$ cat src/rtl/nec_ir_frame_decoder.sv
// NEC IR frame decoder: times marks/spaces, decodes std/ext/repeat frames
// and queues them in a small FIFO read through a valid/ready port.
module nec_ir_frame_decoder #(
  parameter int TICK_CYCLES = 5625,
  parameter int FIFO_DEPTH  = 4,
  parameter bit ACTIVE_LOW  = 1'b1
) (
  input  logic                        wb_clk_i,
  input  logic                        wb_rst_i,
  input  logic                        ir_in,
  input  logic                        mode_ext,
  input  logic                        frame_ready,
  input  logic                        clr_ovf,
  output logic                        frame_valid,
  output logic [15:0]                 frame_addr,
  output logic [7:0]                  frame_cmd,
  output logic                        frame_repeat,
  output logic [$clog2(FIFO_DEPTH):0] fifo_level,
  output logic                        overflow,
  output logic                        err_pulse,
  output logic                        busy
);

  localparam int AW = $clog2(FIFO_DEPTH);
  localparam int PW = (TICK_CYCLES > 1) ? $clog2(TICK_CYCLES) : 1;
  localparam logic [PW-1:0] PMAX = PW'(TICK_CYCLES - 1);
  localparam logic [AW:0] FULL_LVL = (AW + 1)'(FIFO_DEPTH);
  localparam logic [6:0] DMAX = 7'd127;

  typedef enum logic [2:0] {
    S_IDLE,
    S_LEAD_MARK,
    S_LEAD_SPACE,
    S_BIT_MARK,
    S_BIT_SPACE,
    S_STOP_MARK,
    S_REP_MARK
  } state_e;

  function automatic logic in_win(
    input logic [6:0] d,
    input logic [6:0] lo,
    input logic [6:0] hi
  );
    return (d >= lo) && (d <= hi);
  endfunction

  logic          sync1_q, sync2_q, mark_q;
  logic          mark, ir_edge, tick;
  logic [PW-1:0] presc_q;
  logic [6:0]    dur_q;

  state_e        state_q, state_d;
  logic [5:0]    bitcnt_q, bitcnt_d;
  logic [31:0]   shreg_q, shreg_d;
  logic          mode_q, mode_d;
  logic [15:0]   last_addr_q, last_addr_d;
  logic [7:0]    last_cmd_q, last_cmd_d;
  logic          have_last_q, have_last_d;
  logic          err_q, err_d;
  logic          push_q, push_d;
  logic [24:0]   pdata_q, pdata_d;

  logic [7:0]    b0, b1, b2, b3;
  logic          chk_ok;
  logic [15:0]   dec_addr;
  logic          w_lmark, w_ldata, w_lrep, w_mark, w_zero, w_one;

  logic [24:0]   mem_q [FIFO_DEPTH];
  logic [AW-1:0] wr_ptr_q, rd_ptr_q;
  logic [AW:0]   cnt_q;
  logic          ovf_q;
  logic          full, pop, wr_en;
  logic [24:0]   head;

  assign mark    = sync2_q ^ ACTIVE_LOW;
  assign ir_edge = mark ^ mark_q;
  assign tick    = (presc_q == PMAX);

  assign w_lmark = in_win(dur_q, 7'd56, 7'd72);
  assign w_ldata = in_win(dur_q, 7'd28, 7'd36);
  assign w_lrep  = in_win(dur_q, 7'd14, 7'd20);
  assign w_mark  = in_win(dur_q, 7'd2, 7'd6);
  assign w_zero  = in_win(dur_q, 7'd2, 7'd6);
  assign w_one   = in_win(dur_q, 7'd10, 7'd14);

  assign b0 = shreg_q[7:0];
  assign b1 = shreg_q[15:8];
  assign b2 = shreg_q[23:16];
  assign b3 = shreg_q[31:24];
  assign chk_ok = (b2 == ~b3) && (mode_q || (b0 == ~b1));
  assign dec_addr = mode_q ? {b1, b0} : {8'h00, b0};

  // Synchronise the pad and remember the previous mark level
  always_ff @(posedge wb_clk_i) begin
    if (wb_rst_i) begin
      sync1_q <= ACTIVE_LOW;
      sync2_q <= ACTIVE_LOW;
      mark_q  <= 1'b0;
    end else begin
      sync1_q <= ir_in;
      sync2_q <= sync1_q;
      mark_q  <= mark;
    end
  end

  // Sub-tick prescaler and saturating duration counter, both restart on edges
  always_ff @(posedge wb_clk_i) begin
    if (wb_rst_i) begin
      presc_q <= '0;
      dur_q   <= '0;
    end else if (ir_edge) begin
      presc_q <= '0;
      dur_q   <= '0;
    end else begin
      presc_q <= tick ? '0 : presc_q + 1'b1;
      if (tick && dur_q != DMAX) dur_q <= dur_q + 7'd1;
    end
  end

  // FSM and decode state registers
  always_ff @(posedge wb_clk_i) begin
    if (wb_rst_i) begin
      state_q     <= S_IDLE;
      bitcnt_q    <= '0;
      shreg_q     <= '0;
      mode_q      <= 1'b0;
      last_addr_q <= '0;
      last_cmd_q  <= '0;
      have_last_q <= 1'b0;
      err_q       <= 1'b0;
      push_q      <= 1'b0;
      pdata_q     <= '0;
    end else begin
      state_q     <= state_d;
      bitcnt_q    <= bitcnt_d;
      shreg_q     <= shreg_d;
      mode_q      <= mode_d;
      last_addr_q <= last_addr_d;
      last_cmd_q  <= last_cmd_d;
      have_last_q <= have_last_d;
      err_q       <= err_d;
      push_q      <= push_d;
      pdata_q     <= pdata_d;
    end
  end

  // Next-state: each state acts only on an edge; a long silence aborts
  always_comb begin
    state_d     = state_q;
    bitcnt_d    = bitcnt_q;
    shreg_d     = shreg_q;
    mode_d      = mode_q;
    last_addr_d = last_addr_q;
    last_cmd_d  = last_cmd_q;
    have_last_d = have_last_q;
    err_d       = 1'b0;
    push_d      = 1'b0;
    pdata_d     = pdata_q;
    if (state_q != S_IDLE && !ir_edge && dur_q == DMAX) begin
      err_d   = 1'b1;
      state_d = S_IDLE;
    end else if (ir_edge) begin
      unique case (state_q)
        S_IDLE: begin
          if (mark) state_d = S_LEAD_MARK;
        end
        S_LEAD_MARK: begin
          if (w_lmark) begin
            state_d = S_LEAD_SPACE;
            mode_d  = mode_ext;
          end else begin
            err_d   = 1'b1;
            state_d = S_IDLE;
          end
        end
        S_LEAD_SPACE: begin
          if (w_ldata) begin
            state_d  = S_BIT_MARK;
            bitcnt_d = '0;
          end else if (w_lrep) begin
            state_d = S_REP_MARK;
          end else begin
            err_d   = 1'b1;
            state_d = S_IDLE;
          end
        end
        S_BIT_MARK: begin
          if (w_mark) begin
            state_d = S_BIT_SPACE;
          end else begin
            err_d   = 1'b1;
            state_d = S_IDLE;
          end
        end
        S_BIT_SPACE: begin
          if (w_zero || w_one) begin
            shreg_d  = {w_one, shreg_q[31:1]};
            bitcnt_d = bitcnt_q + 6'd1;
            state_d  = (bitcnt_d == 6'd32) ? S_STOP_MARK : S_BIT_MARK;
          end else begin
            err_d   = 1'b1;
            state_d = S_IDLE;
          end
        end
        S_STOP_MARK: begin
          state_d = S_IDLE;
          if (w_mark && chk_ok) begin
            push_d      = 1'b1;
            pdata_d     = {dec_addr, b2, 1'b0};
            last_addr_d = dec_addr;
            last_cmd_d  = b2;
            have_last_d = 1'b1;
          end else begin
            err_d = 1'b1;
          end
        end
        S_REP_MARK: begin
          state_d = S_IDLE;
          if (w_mark && have_last_q) begin
            push_d  = 1'b1;
            pdata_d = {last_addr_q, last_cmd_q, 1'b1};
          end else begin
            err_d = 1'b1;
          end
        end
        default: state_d = S_IDLE;
      endcase
    end
  end

  assign full  = (cnt_q == FULL_LVL);
  assign pop   = (cnt_q != '0) && frame_ready;
  assign wr_en = push_q && (!full || pop);

  // FIFO storage; contents need no reset since the head is gated by valid
  always_ff @(posedge wb_clk_i) begin
    if (wr_en) mem_q[wr_ptr_q] <= pdata_q;
  end

  // FIFO pointers, level and sticky overflow (set beats clear)
  always_ff @(posedge wb_clk_i) begin
    if (wb_rst_i) begin
      wr_ptr_q <= '0;
      rd_ptr_q <= '0;
      cnt_q    <= '0;
      ovf_q    <= 1'b0;
    end else begin
      if (wr_en) wr_ptr_q <= wr_ptr_q + 1'b1;
      if (pop) rd_ptr_q <= rd_ptr_q + 1'b1;
      if (wr_en && !pop) cnt_q <= cnt_q + 1'b1;
      else if (!wr_en && pop) cnt_q <= cnt_q - 1'b1;
      if (push_q && full && !pop) ovf_q <= 1'b1;
      else if (clr_ovf) ovf_q <= 1'b0;
    end
  end

  assign head         = mem_q[rd_ptr_q];
  assign frame_valid  = (cnt_q != '0);
  assign frame_addr   = frame_valid ? head[24:9] : '0;
  assign frame_cmd    = frame_valid ? head[8:1] : '0;
  assign frame_repeat = frame_valid ? head[0] : 1'b0;
  assign fifo_level   = cnt_q;
  assign overflow     = ovf_q;
  assign err_pulse    = err_q;
  assign busy         = (state_q != S_IDLE);

endmodule
$ cat config.mk
export PLATFORM = sky130hd
export DESIGN_NAME = nec_ir_frame_decoder
export DESIGN_NICKNAME = d
export VERILOG_FILES = /design/src/rtl/nec_ir_frame_decoder.sv
export SDC_FILE = /design/constraint.sdc
export NUM_CORES = 1
export LEC_CHECK = 0
export ABC_AREA = 1
export BUFFER_PORTS_ARGS = -buffer_cell sky130_fd_sc_hd__buf_2
export CORE_MARGIN = 4
export CORE_UTILIZATION = 30
export CTS_CLUSTER_SIZE = 40
export DETAILED_ROUTE_END_ITERATION = 7
export SLEW_MARGIN = 0
export SYNTH_ARGS = -nofsm -noshare
export SYNTH_HDL_FRONTEND = slang
export SYNTH_SLANG_ARGS = --single-unit
$ cat constraint.sdc
create_clock -name wb_clk_i -period 4.45 [get_ports wb_clk_i]
set_input_delay 0.445 -clock wb_clk_i [delete_from_list [all_inputs] [get_ports wb_clk_i]]
set_output_delay 0.445 -clock wb_clk_i [all_outputs]
set_load 0.05 [all_outputs]
==> out/results.tsv <==
stage	metric	value	unit
power_and_ir_drop	Pwr Total	5640	uW
drt	DR iter-0 viols	416	
cts	# H-tree levels	1	
timing	RSZ-0062 raised after global routing	false	
layout	Fillers	3352	
floorplan	Initial Util	30.3	%
timing	period utilization	69.5	%
synth	leading post-synthesis cells by cell area	edfxtp_1 30%, dfxtp_1 26%, nor2_1 7.3%, nand2_1 7.0%, o21ai_0 6.7%	
job	MaxCap Viol Count	0	
drt	Antenna Violating Nets Remaining	0	
worst_setup_path	CP arrival	2.65	ns
drt	via count	7311	
floorplan	core area	32500	um^2
drt	DR vias/cell	4.56	
timing	Clock Skew	0.0134	ns
timing	Max Freq	0.323	GHz
floorplan	FP Rows	66	
floorplan	Die Span X	189	um
cts	Root Driver	clkbuf_16	
synth	syn_area_per_cell	8.77	um^2
timing	endpoints failing hold	0	
drt	residual DRC count	0	
outcome	status	finished clean	
worst_setup_path	reg-to-reg startpoint	fifo_level[0]	
placed_design	Final GP Congestion	0.754	
synth	FFs w/ async S/R, synth	0	%
synth	post-synth top area share	30.4	%
layout	nets	1159	
synth	EDFF count, synth	100	
cts	Worst-path clk slew	0.06	ns
cts	CTS tree	done	
synth	distinct cell type count after synthesis	42	
cts	Max Buffers Root-to-Sink	3	
worst_setup_path	endpoint class of the critical path	output pin	
worst_setup_path	crit path launch type	flop	
timing	Rel. slew slack	30.9	%
floorplan	die area	35900	um^2
cts	# Post-CTS Setup Buffers	0	
layout	area occupied by multi-input gates	3690	um^2
cts	CTS buffer count	26	
timing	Final setup viols	0	
global_route	largest net degree at the start of global routing	58	
global_route	first-pass GRT wire length	34.0	mm
power_and_ir_drop	Worst VDD drop	0.000350	V
cts	clk_lat worst skew	0.52	ns
synth	syn_nets	1142	
worst_setup_path	crit-path max FO	25	
floorplan	Die Height	189	um
synth	synthesized area	9870	um^2
drt	drt total wl	20.3	mm
synth	area leader, netlist	edfxtp_1	
power_and_ir_drop	pwr dens	505	nW/um^2
worst_setup_path	critical path class	reg2out	
synth	Most used DFF post-synth	dfxtp_1	
global_route	Global Route Usage Sum	11.1	%
hold_path	Hold Crit Class	in2reg	
drt	Pre-antenna DRT Iters	5	
layout	n_diodes	0	
global_route	initial antenna violation count	1	
timing	Least-Margin Pin Slew	1.03	ns
worst_setup_path	worst path required time	4.01	ns
global_route	vias in the first global route	6837	
global_route	gr ovfl total	0	
cts	post-cts hold buffer count	0	
hold_path	worst hold start	ir_in	
floorplan	I/O Pins	38	
cts	post-CTS sizing	0	
layout	register area	5550	um^2
synth	Ys Warns	0	
placed_design	DP Wirelength	13.1	mm
power_and_ir_drop	Leak Pwr	0.00420	uW
layout	layout cells sized above 1	10.2	%
timing	Slew Viols, Final	0	
synth	sequential area share after synthesis	56.2	%
synth	register bit total from synthesis	227	
drt	DR WL/cell	12.7	um
cts	clk sink count	227	
synth	Post-Synthesis Cells	1125	
timing	TNS Setup	0	ns
timing	Final min period	3.09	ns
placed_design	I/O Buffers	37	
layout	area grow syn2layout	13.2	%
-- sequential cells by signal, summed over array words and instances (netlist names), named ones only --
signal,count
mark_q,1
dur_q,7
push_q,1
last_cmd_q,8
have_last_q,1
rd_ptr_q,2
shreg_q,32
err_pulse,1
mem_q,100
sync1_q,1
bitcnt_q,6
presc_q,13
state_q,3
last_addr_q,16
pdata_q,25
overflow,1
fifo_level,3
mode_q,1
sync2_q,1
wr_ptr_q,2
-- through the flow --
step / util (%) / instance area (um^2) / instances / hold WS [ns] / setup WS (ns)
floorplan: - / 9870 / 1125 / 0.389 / 1.46
global placement: 31.9 / 10400 / 1556 / 0.396 / 1.87
detailed placement: 31.9 / 10400 / 1556 / 0.396 / 1.85
CTS: 34.3 / 11200 / 1603 / 0.0905 / 1.28
global route: 34.3 / 11200 / 1603 / 0.0956 / 1.08
finish: 34.3 / 11200 / 1603 / 0.113 / 1.36
-- report_power, final --
group	internal (uW)	total, uW	switching, uW
logic	293	1410	1110
clock network	1190	1990	806
registers	2190	2240	56.4
-- worst paths after layout --
kind	end	slack, ns	cells past startpoint
setup reg to reg	fifo_level[2]	2.05	13
hold reg to reg	sync2_q	0.41	1
setup / recovery	frame_addr[15]	1.36	6
hold / removal	sync1_q	0.11	2
-- cell usage after synthesis (3+ instances only) --
library cell and instances:
nor2_1 191, nand2_1 185, o21ai_0 132, dfxtp_1 127, a21oi_1 123, edfxtp_1 100, inv_1 77, nand4_1 35
clkbuf_1 29, nand3_1 13, buf_6 11, ha_1 10, buf_4 9, nor3_1 9, o21ai_1 8, inv_2 7
nand2_2 6, o211a_1 6, xor2_1 5, buf_2 4, nor2_2 4, nor2_4 4, buf_1 3, nand2_4 3
-- layout make-up --
class                      count  area share, %
tap                          442           4.95
timing repair buffer          45           2.19
clock buffer                  31           5.99
inverter                      87           2.94
clock inverter                16           1.23
multi-input combinational    755           33.1
sequential                   227           49.6
-- critical path, cell delays in order (launching register included) --
cell and delay (ns):
dfxtp_1 0.99, buf_4 0.38, nor2_1 0.08, nor2_1 0.08
o21ai_0 0.09, a21oi_1 0.21, buf_2 0.29
-- layout by cell type, fill, tap and decap left out, types with 26 or more instances in the layout --
master | Yosys | final
a21oi_1 | 123 | 123
inv_1 | 77 | 77
dfxtp_1 | 127 | 127
clkbuf_16 | 0 | 26
nand4_1 | 35 | 35
buf_2 | 4 | 37
edfxtp_1 | 100 | 100
nor2_1 | 191 | 187
o21ai_0 | 132 | 132
nand2_1 | 185 | 185
-- per-layer routing --
| metal | up-vias | GRT usage (%) | share of wire (%) |
|---|---|---|---|
| met1 | 3371 | 14.7 | 48 |
| met5 | - | 0 | 0.064 |
| met3 | 21 | 2.03 | 4.1 |
| met4 | 2 | 2.56 | 1.3 |
| met2 | 98 | 19.0 | 47 |
| li1 | 3819 | - | - |
-- kinds of logic (layout without fill, tap and decap cells) --
family                     after synthesis  count (layout)  share of synthesized area, %
AOI/OAI and AO/OA                      274             274                          14.4
xor gates and xnor gates                 7               7                         0.621
adders and majority gates               11              11                          1.47
buffers and inverters                  143             179                          6.69
DFF                                    227             227                          56.2
and+or+nand+nor                        463             463                          20.6
Note: power is estimated with default switching activity, not from simulation.
